--- config.mk ---
export PLATFORM = sky130hd
export DESIGN_NAME = hcordic_issue_arbiter_flat
export DESIGN_NICKNAME = d
export VERILOG_FILES = /design/src/rtl/hcordic_issue_arbiter_pkg.sv /design/src/rtl/hcordic_issue_arbiter_if.sv /design/src/rtl/hcordic_issue_arbiter_rr_arbiter2.sv /design/src/rtl/hcordic_issue_arbiter.sv /design/src/flat_wrapper.sv
export SDC_FILE = /design/constraint.sdc
export NUM_CORES = 1
export LEC_CHECK = 0
export CORE_AREA = 2 2 107 109
export DETAILED_ROUTE_END_ITERATION = 10
export DIE_AREA = 0 0 109 111
export PLACE_DENSITY_LB_ADDON = 0.08
export SYNTH_ARGS = -nofsm -noshare
export SYNTH_HDL_FRONTEND = slang
export SYNTH_HIERARCHICAL = 1
export SYNTH_SLANG_ARGS = --single-unit
--- constraint.sdc ---
create_clock -name clock -period 2.8 [get_ports clock]
set_input_delay 0.56 -clock clock [delete_from_list [all_inputs] [get_ports clock]]
set_output_delay 0.56 -clock clock [all_outputs]
set_load 0.02 [all_outputs]
--- src/rtl/hcordic_issue_arbiter_pkg.sv ---
// Shared types for the HCORDIC issue front-end: FSM states, requester id,
// default NOP packet and the two-way round-robin pick rule.
package hcordic_pkg;

   typedef enum logic [1:0] {
      IDLE  = 2'd0,
      ISSUE = 2'd1,
      WAIT  = 2'd2,
      RESP  = 2'd3
   } state_e;

   typedef logic req_id_t;

   localparam logic [15:0] NOP_PACKET_DEFAULT = 16'h0000;

   // Contention goes to the requester not served last; otherwise the lone
   // valid requester wins (0 when nobody is valid, qualified by the caller).
   function automatic req_id_t rr_pick(input logic [1:0] valid, input req_id_t last);
      if (&valid) begin
         return ~last;
      end
      return valid[1];
   endfunction

endpackage

--- src/rtl/hcordic_issue_arbiter_if.sv ---
// Request, pipeline and response signals of the HCORDIC issue arbiter.
// slave = arbiter side, master = requesters/pipeline/consumer side.
interface hcordic_issue_arbiter_if;

   logic        req0_valid;
   logic [15:0] req0_packet;
   logic        req0_ready;
   logic        req1_valid;
   logic [15:0] req1_packet;
   logic        req1_ready;

   logic [15:0] InstructionPacket;
   logic [31:0] pipe_x;
   logic [31:0] pipe_y;
   logic [31:0] pipe_z;
   logic        pipe_done;

   logic        rsp_valid;
   logic        rsp_ready;
   logic        rsp_id;
   logic [31:0] rsp_x;
   logic [31:0] rsp_y;
   logic [31:0] rsp_z;
   logic        rsp_timeout;

   logic        busy;
   logic        stray_done;

   modport slave (
      input  req0_valid, req0_packet, req1_valid, req1_packet,
      input  pipe_x, pipe_y, pipe_z, pipe_done, rsp_ready,
      output req0_ready, req1_ready, InstructionPacket,
      output rsp_valid, rsp_id, rsp_x, rsp_y, rsp_z, rsp_timeout,
      output busy, stray_done
   );

   modport master (
      output req0_valid, req0_packet, req1_valid, req1_packet,
      output pipe_x, pipe_y, pipe_z, pipe_done, rsp_ready,
      input  req0_ready, req1_ready, InstructionPacket,
      input  rsp_valid, rsp_id, rsp_x, rsp_y, rsp_z, rsp_timeout,
      input  busy, stray_done
   );

endinterface

--- src/rtl/hcordic_issue_arbiter_rr_arbiter2.sv ---
// Two-input round-robin grant; last_grant advances only when the grant is
// accepted, so an unaccepted grant does not rotate priority.
module rr_arbiter2
   import hcordic_pkg::*;
(
   input  logic       clk,
   input  logic       rst,
   input  logic [1:0] req_valid,
   input  logic       accept,
   output req_id_t    grant,
   output logic       grant_valid
);

   req_id_t last_grant_q;
   req_id_t last_grant_d;

   assign grant_valid = |req_valid;
   assign grant       = rr_pick(req_valid, last_grant_q);

   always_comb begin
      last_grant_d = last_grant_q;
      if (accept && grant_valid) begin
         last_grant_d = grant;
      end
   end

   always_ff @(posedge clk) begin
      if (rst) begin
         last_grant_q <= 1'b1;
      end else begin
         last_grant_q <= last_grant_d;
      end
   end

endmodule

--- src/rtl/hcordic_issue_arbiter.sv ---
// HCORDIC front-end: round-robin issue of one packet at a time to the pipeline,
// watchdog-bounded wait for done, and a held response on a shared channel.
module hcordic_issue_arbiter
   import hcordic_pkg::*;
#(
   parameter logic [15:0] NOP_PACKET = NOP_PACKET_DEFAULT,
   parameter int unsigned TIMEOUT    = 1024,
   parameter int unsigned CNT_W      = 11
) (
   input logic                    clock,
   input logic                    reset,
   hcordic_issue_arbiter_if.slave bus
);

   localparam logic [CNT_W-1:0] CNT_LAST = CNT_W'(TIMEOUT - 1);

   state_e           state_q, state_d;
   logic [15:0]      instr_q, instr_d;
   req_id_t          id_q, id_d;
   logic [CNT_W-1:0] cnt_q, cnt_d;
   logic             rsp_valid_q, rsp_valid_d;
   req_id_t          rsp_id_q, rsp_id_d;
   logic [31:0]      rsp_x_q, rsp_x_d;
   logic [31:0]      rsp_y_q, rsp_y_d;
   logic [31:0]      rsp_z_q, rsp_z_d;
   logic             rsp_timeout_q, rsp_timeout_d;
   logic             stray_q, stray_d;

   req_id_t          grant;
   logic             grant_valid;
   logic             handshake;

   rr_arbiter2 u_arb (
      .clk        (clock),
      .rst        (reset),
      .req_valid  ({bus.req1_valid, bus.req0_valid}),
      .accept     (handshake),
      .grant      (grant),
      .grant_valid(grant_valid)
   );

   // Ready is suppressed while reset is high so no packet is accepted and then lost.
   assign handshake      = (state_q == IDLE) && grant_valid && !reset;
   assign bus.req0_ready = handshake && (grant == 1'b0) && bus.req0_valid;
   assign bus.req1_ready = handshake && (grant == 1'b1) && bus.req1_valid;
   assign bus.busy       = (state_q != IDLE);

   always_comb begin
      state_d       = state_q;
      instr_d       = NOP_PACKET;
      id_d          = id_q;
      cnt_d         = cnt_q;
      rsp_valid_d   = 1'b0;
      rsp_id_d      = rsp_id_q;
      rsp_x_d       = rsp_x_q;
      rsp_y_d       = rsp_y_q;
      rsp_z_d       = rsp_z_q;
      rsp_timeout_d = rsp_timeout_q;
      stray_d       = stray_q || (bus.pipe_done && (state_q != WAIT));

      unique case (state_q)
         IDLE: begin
            if (handshake) begin
               id_d    = grant;
               instr_d = grant ? bus.req1_packet : bus.req0_packet;
               state_d = ISSUE;
            end
         end
         ISSUE: begin
            cnt_d   = '0;
            state_d = WAIT;
         end
         WAIT: begin
            cnt_d = cnt_q + 1'b1;
            // A done arriving on the watchdog's last cycle still counts as a result.
            if (bus.pipe_done) begin
               rsp_x_d       = bus.pipe_x;
               rsp_y_d       = bus.pipe_y;
               rsp_z_d       = bus.pipe_z;
               rsp_timeout_d = 1'b0;
               rsp_id_d      = id_q;
               rsp_valid_d   = 1'b1;
               state_d       = RESP;
            end else if (cnt_q == CNT_LAST) begin
               rsp_x_d       = '0;
               rsp_y_d       = '0;
               rsp_z_d       = '0;
               rsp_timeout_d = 1'b1;
               rsp_id_d      = id_q;
               rsp_valid_d   = 1'b1;
               state_d       = RESP;
            end
         end
         RESP: begin
            rsp_valid_d = 1'b1;
            if (bus.rsp_ready) begin
               rsp_valid_d = 1'b0;
               state_d     = IDLE;
            end
         end
         default: begin
            state_d = IDLE;
         end
      endcase
   end

   always_ff @(posedge clock) begin
      if (reset) begin
         state_q       <= IDLE;
         instr_q       <= NOP_PACKET;
         id_q          <= 1'b0;
         cnt_q         <= '0;
         rsp_valid_q   <= 1'b0;
         rsp_id_q      <= 1'b0;
         rsp_x_q       <= '0;
         rsp_y_q       <= '0;
         rsp_z_q       <= '0;
         rsp_timeout_q <= 1'b0;
         stray_q       <= 1'b0;
      end else begin
         state_q       <= state_d;
         instr_q       <= instr_d;
         id_q          <= id_d;
         cnt_q         <= cnt_d;
         rsp_valid_q   <= rsp_valid_d;
         rsp_id_q      <= rsp_id_d;
         rsp_x_q       <= rsp_x_d;
         rsp_y_q       <= rsp_y_d;
         rsp_z_q       <= rsp_z_d;
         rsp_timeout_q <= rsp_timeout_d;
         stray_q       <= stray_d;
      end
   end

   assign bus.InstructionPacket = instr_q;
   assign bus.rsp_valid         = rsp_valid_q;
   assign bus.rsp_id            = rsp_id_q;
   assign bus.rsp_x             = rsp_x_q;
   assign bus.rsp_y             = rsp_y_q;
   assign bus.rsp_z             = rsp_z_q;
   assign bus.rsp_timeout       = rsp_timeout_q;
   assign bus.stray_done        = stray_q;

endmodule
--- src/flat_wrapper.sv ---
// flat-port wrapper written by rule: the top's interface ports become plain ports
module hcordic_issue_arbiter_flat import hcordic_pkg::*;
#(
   parameter logic [15:0] NOP_PACKET = NOP_PACKET_DEFAULT,
   parameter int unsigned TIMEOUT    = 1024,
   parameter int unsigned CNT_W      = 11
)
  (clock, reset, bus_req0_valid, bus_req0_packet, bus_req1_valid, bus_req1_packet, bus_pipe_x, bus_pipe_y, bus_pipe_z, bus_pipe_done, bus_rsp_ready, bus_req0_ready, bus_req1_ready, bus_InstructionPacket, bus_rsp_valid, bus_rsp_id, bus_rsp_x, bus_rsp_y, bus_rsp_z, bus_rsp_timeout, bus_busy, bus_stray_done);
  hcordic_issue_arbiter_if bus_i ();
  input logic clock;
  input logic reset;
  input wire logic [$bits(bus_i.req0_valid)-1:0] bus_req0_valid;
  input wire logic [$bits(bus_i.req0_packet)-1:0] bus_req0_packet;
  input wire logic [$bits(bus_i.req1_valid)-1:0] bus_req1_valid;
  input wire logic [$bits(bus_i.req1_packet)-1:0] bus_req1_packet;
  input wire logic [$bits(bus_i.pipe_x)-1:0] bus_pipe_x;
  input wire logic [$bits(bus_i.pipe_y)-1:0] bus_pipe_y;
  input wire logic [$bits(bus_i.pipe_z)-1:0] bus_pipe_z;
  input wire logic [$bits(bus_i.pipe_done)-1:0] bus_pipe_done;
  input wire logic [$bits(bus_i.rsp_ready)-1:0] bus_rsp_ready;
  output wire logic [$bits(bus_i.req0_ready)-1:0] bus_req0_ready;
  output wire logic [$bits(bus_i.req1_ready)-1:0] bus_req1_ready;
  output wire logic [$bits(bus_i.InstructionPacket)-1:0] bus_InstructionPacket;
  output wire logic [$bits(bus_i.rsp_valid)-1:0] bus_rsp_valid;
  output wire logic [$bits(bus_i.rsp_id)-1:0] bus_rsp_id;
  output wire logic [$bits(bus_i.rsp_x)-1:0] bus_rsp_x;
  output wire logic [$bits(bus_i.rsp_y)-1:0] bus_rsp_y;
  output wire logic [$bits(bus_i.rsp_z)-1:0] bus_rsp_z;
  output wire logic [$bits(bus_i.rsp_timeout)-1:0] bus_rsp_timeout;
  output wire logic [$bits(bus_i.busy)-1:0] bus_busy;
  output wire logic [$bits(bus_i.stray_done)-1:0] bus_stray_done;
  assign bus_i.req0_valid = bus_req0_valid;
  assign bus_i.req0_packet = bus_req0_packet;
  assign bus_i.req1_valid = bus_req1_valid;
  assign bus_i.req1_packet = bus_req1_packet;
  assign bus_i.pipe_x = bus_pipe_x;
  assign bus_i.pipe_y = bus_pipe_y;
  assign bus_i.pipe_z = bus_pipe_z;
  assign bus_i.pipe_done = bus_pipe_done;
  assign bus_i.rsp_ready = bus_rsp_ready;
  assign bus_req0_ready = bus_i.req0_ready;
  assign bus_req1_ready = bus_i.req1_ready;
  assign bus_InstructionPacket = bus_i.InstructionPacket;
  assign bus_rsp_valid = bus_i.rsp_valid;
  assign bus_rsp_id = bus_i.rsp_id;
  assign bus_rsp_x = bus_i.rsp_x;
  assign bus_rsp_y = bus_i.rsp_y;
  assign bus_rsp_z = bus_i.rsp_z;
  assign bus_rsp_timeout = bus_i.rsp_timeout;
  assign bus_busy = bus_i.busy;
  assign bus_stray_done = bus_i.stray_done;
  hcordic_issue_arbiter #(.NOP_PACKET(NOP_PACKET), .TIMEOUT(TIMEOUT), .CNT_W(CNT_W)) u_core (.clock(clock), .reset(reset), .bus(bus_i));
endmodule
==> flow_metrics.env <==
export IMPL_cp_max_fo=4
export IMPL_status="finished clean"
export IMPL_timing_rr_start="u_core/state_q[0]"
export IMPL_p_per_area_mw_per_mm2=772
export IMPL_r2r_slack_ps=900
export IMPL_top_layer="met4"
export IMPL_syn_to_final_growth_pct=74.9
export IMPL_synth_area_leaders="dfxtp_1 (60%), a22o_1 (19%), mux2i_1 (3.9%), nor2_1 (2.3%), ha_1 (1.4%)"
export IMPL_dp_cells=751
export IMPL_syn_nets=508
export IMPL_dp_slack_ps=-69.2
export IMPL_wire_per_inst_um=17.0
export IMPL_route_met3_wl_mm=1.06
export IMPL_layout_min_cycle_time_ps=2660
export IMPL_fin_cells=782
export IMPL_slew_limit_headroom_pct=71.3
export IMPL_synth_edf_count=0
export IMPL_multi_input_comb_area_mm2=0.00160
export IMPL_layout_drive_gt1_share_pct=7.67
export IMPL_grt_pass1_vias=3849
export IMPL_hold_depth=2
export IMPL_drv_cap=0
export IMPL_vias=3888
export IMPL_grt_overflow=0
export IMPL_fillers=858
export IMPL_core_area_mm2=0.0111
export IMPL_critical_path_class="primary input to output pin"
export IMPL_power_leakage_nw=2.98
export IMPL_drt_initial_drc_count=238
export IMPL_async_flop_share_pct=0
export IMPL_cp_arrival_ps=2100
export IMPL_drt_vias_per_instance=4.97
export IMPL_synth_seq_cells=131
export IMPL_grt_pass1_wl_mm=20.2
export IMPL_hold_buffers=0
export IMPL_slew_violations=0
export IMPL_place_area_mm2=0.00709
export IMPL_finalSetupViolations=0
export IMPL_vdd_drop_max_mv=0.559
export IMPL_yosysTopAreaCell="dfxtp_1"
export IMPL_htreeDepth=4
export IMPL_drt_pass1_iterations=4
export IMPL_die_area_mm2=0.0121
export IMPL_clk_pin_slew_ps=50
export IMPL_cts_tree="built"
export IMPL_synth_cells=369
export IMPL_die_h_um=111
export IMPL_critPathLaunchType="primary input"
export IMPL_worst_slack_ps=141
export IMPL_hpwl_mm=9.71
export IMPL_grt_max_degree=58
export IMPL_grt_usage_pct=22.0
export IMPL_cts_sinks=131
export IMPL_antenna_found_initial=0
export IMPL_wl_met2_mm=6.79
export IMPL_timing_rr_end="u_core/bus.rsp_y[16]"
export IMPL_hold_path_endpoint="u_core/id_q"
export IMPL_die_w_um=109
export IMPL_place_congestion=0.835
export IMPL_wl_met1_mm=5.16
export IMPL_port_buffers=252
export IMPL_finalCritPeriodShare_pct=95.0
export IMPL_io_pins=253
export IMPL_skew_ps=7.80
export IMPL_postCtsSetupBuffers=0
export IMPL_synth_top_area_share_pct=59.9
export IMPL_avgSynthCellArea_um2=11.9
export IMPL_start_util_pct=39.5
export IMPL_rr_worst_depth=6
export IMPL_antenna_cells=0
export IMPL_drc=0
export IMPL_worst_slew_pin_slew_ps=430
export IMPL_clockBufferDepth=2
export IMPL_yosysSeqAreaShare_pct=59.9
export IMPL_cts_resized=1
export IMPL_design_area_mm2=0.00766
export IMPL_fmax_ghz=0.376
export IMPL_worstPathRequired_ps=2240
export IMPL_wl_mm=13.3
export IMPL_regArea_mm2=0.00262
export IMPL_cts_root_buf="clkbuf_16"
export IMPL_rows=39
export IMPL_synth_top_flop_cell="dfxtp_1"
export IMPL_utilization_pct=69.1
export IMPL_nets=766
export IMPL_synth_cell_types=38
export IMPL_rsz0062_at_grt="false"
export IMPL_hold_class="flip-flop to flip-flop"
export IMPL_cts_buffers=17
export IMPL_whs_ps=464
export IMPL_cp_end_kind="output pin"
export IMPL_syn_area_mm2=0.00438
export IMPL_hold_path_startpoint="u_core/id_q"
export IMPL_antenna_left=0
export IMPL_yosysWarnings=6
export IMPL_clk_insertion_delay_late_ps=420
export IMPL_hold_viol=0
## state kept, by name, summed over array words and instances (netlist names)
| name | cells |
|---|---|
| u_core/bus.rsp_x | 32 |
| u_core/bus.rsp_id | 1 |
| u_core/bus.rsp_z | 32 |
| u_core/bus.rsp_valid | 1 |
| u_core/bus.stray_done | 1 |
| u_core/u_arb/last_grant_q | 1 |
| u_core/bus.rsp_y | 32 |
| u_core/state_q | 2 |
| u_core/cnt_q | 11 |
| u_core/id_q | 1 |
| u_core/bus.rsp_timeout | 1 |
| u_core/bus.InstructionPacket | 16 |
## power by group
part           total, mW  switching, mW  internal (mW)
combinational       1.59          0.788          0.807
sequential          2.22          0.115           2.10
clock               2.10          0.744           1.35
## synthesized netlist by cell type, types with 2 or more instances
| library cell | number |
|---|---|
| nor2_1 | 27 |
| a21oi_1 | 7 |
| dfxtp_1 | 131 |
| inv_1 | 8 |
| a22o_1 | 96 |
| xor2_1 | 3 |
| and3_1 | 2 |
| nand4_1 | 3 |
| o21a_1 | 3 |
| buf_2 | 7 |
| xnor2_1 | 5 |
| or3_1 | 2 |
| o21ai_0 | 3 |
| ha_1 | 5 |
| nor3_1 | 4 |
| buf_6 | 5 |
| mux2i_1 | 17 |
| clkbuf_1 | 13 |
| nand2_1 | 6 |
| nand3_1 | 4 |
## critical path, stage by stage
cell and delay, ps:
clkdlybuf4s50_1 460, or2_2 330, nand3_1 140, inv_1 80, and3_1 200, dlygate4sd2_1 320
## final cells by class
| cell class | instances | share of cell area (%) |
|---|---|---|
| Tap cell | 143 | 2.34 |
| Clock buffer | 27 | 6.83 |
| Timing Repair Buffer | 265 | 34.7 |
| Clock inverter | 4 | 0.588 |
| Inverter | 8 | 0.392 |
| Multi-Input combinational cell | 204 | 20.9 |
| Sequential cell | 131 | 34.3 |
## logic make-up (layout without fill, tap and decap cells)
logic type	after synthesis	in the layout	synth area share, %
mux	17	17	3.89
xor+xnor	8	8	1.60
flops	131	131	59.9
compound gates	117	117	22.8
simple gates	57	57	6.40
fa+ha+maj	5	5	1.43
buf+inv	34	304	3.97
## stage by stage
stage	power, mW	setup TNS, ps
after floorplan	3.05	0
after global placement	3.82	-10.9
after detailed placement	3.85	-69.2
after CTS	5.96	0
after global routing	6.15	0
final	5.91	0
## placed cells by master, fill, tap and decap left out, types with 4 or more instances in the layout
master           netlist  layout
clkbuf_8               0       6
nor3_1                 4       4
inv_1                  8       8
clkdlybuf4s50_1        0     250
dfxtp_1              131     131
nand3_1                4       4
xnor2_1                5       5
clkbuf_16              0      17
nor2_1                27      27
nand2_1                6       6
mux2i_1               17      17
ha_1                   5       5
a21oi_1                7       7
a22o_1                96      96
buf_4                  0      10
clkbuf_1              13       4
## layer usage
metal | global-route usage (%) | up-vias
met5 | 0 | -
met2 | 38.1 | 152
met4 | 9.49 | 0
met1 | 23.3 | 1831
li1 | - | 1876
met3 | 8.47 | 29
## worst max-delay path by stage
| stage | from | end | slack [ps] | depth (start not counted) |
|---|---|---|---|---|
| after floorplan | bus_req1_valid | bus_req1_ready | 530 | 4 |
| after global placement | bus_req0_valid | bus_req1_ready | -10 | 6 |
| after detailed placement | bus_req0_valid | bus_req1_ready | -70 | 6 |
| after CTS | bus_req0_valid | bus_req0_ready | 6 | 5 |
| after global routing | bus_req0_valid | bus_req1_ready | 50 | 6 |
| final | bus_req0_valid | bus_req1_ready | 140 | 6 |
(Power assumes the default switching activity.)
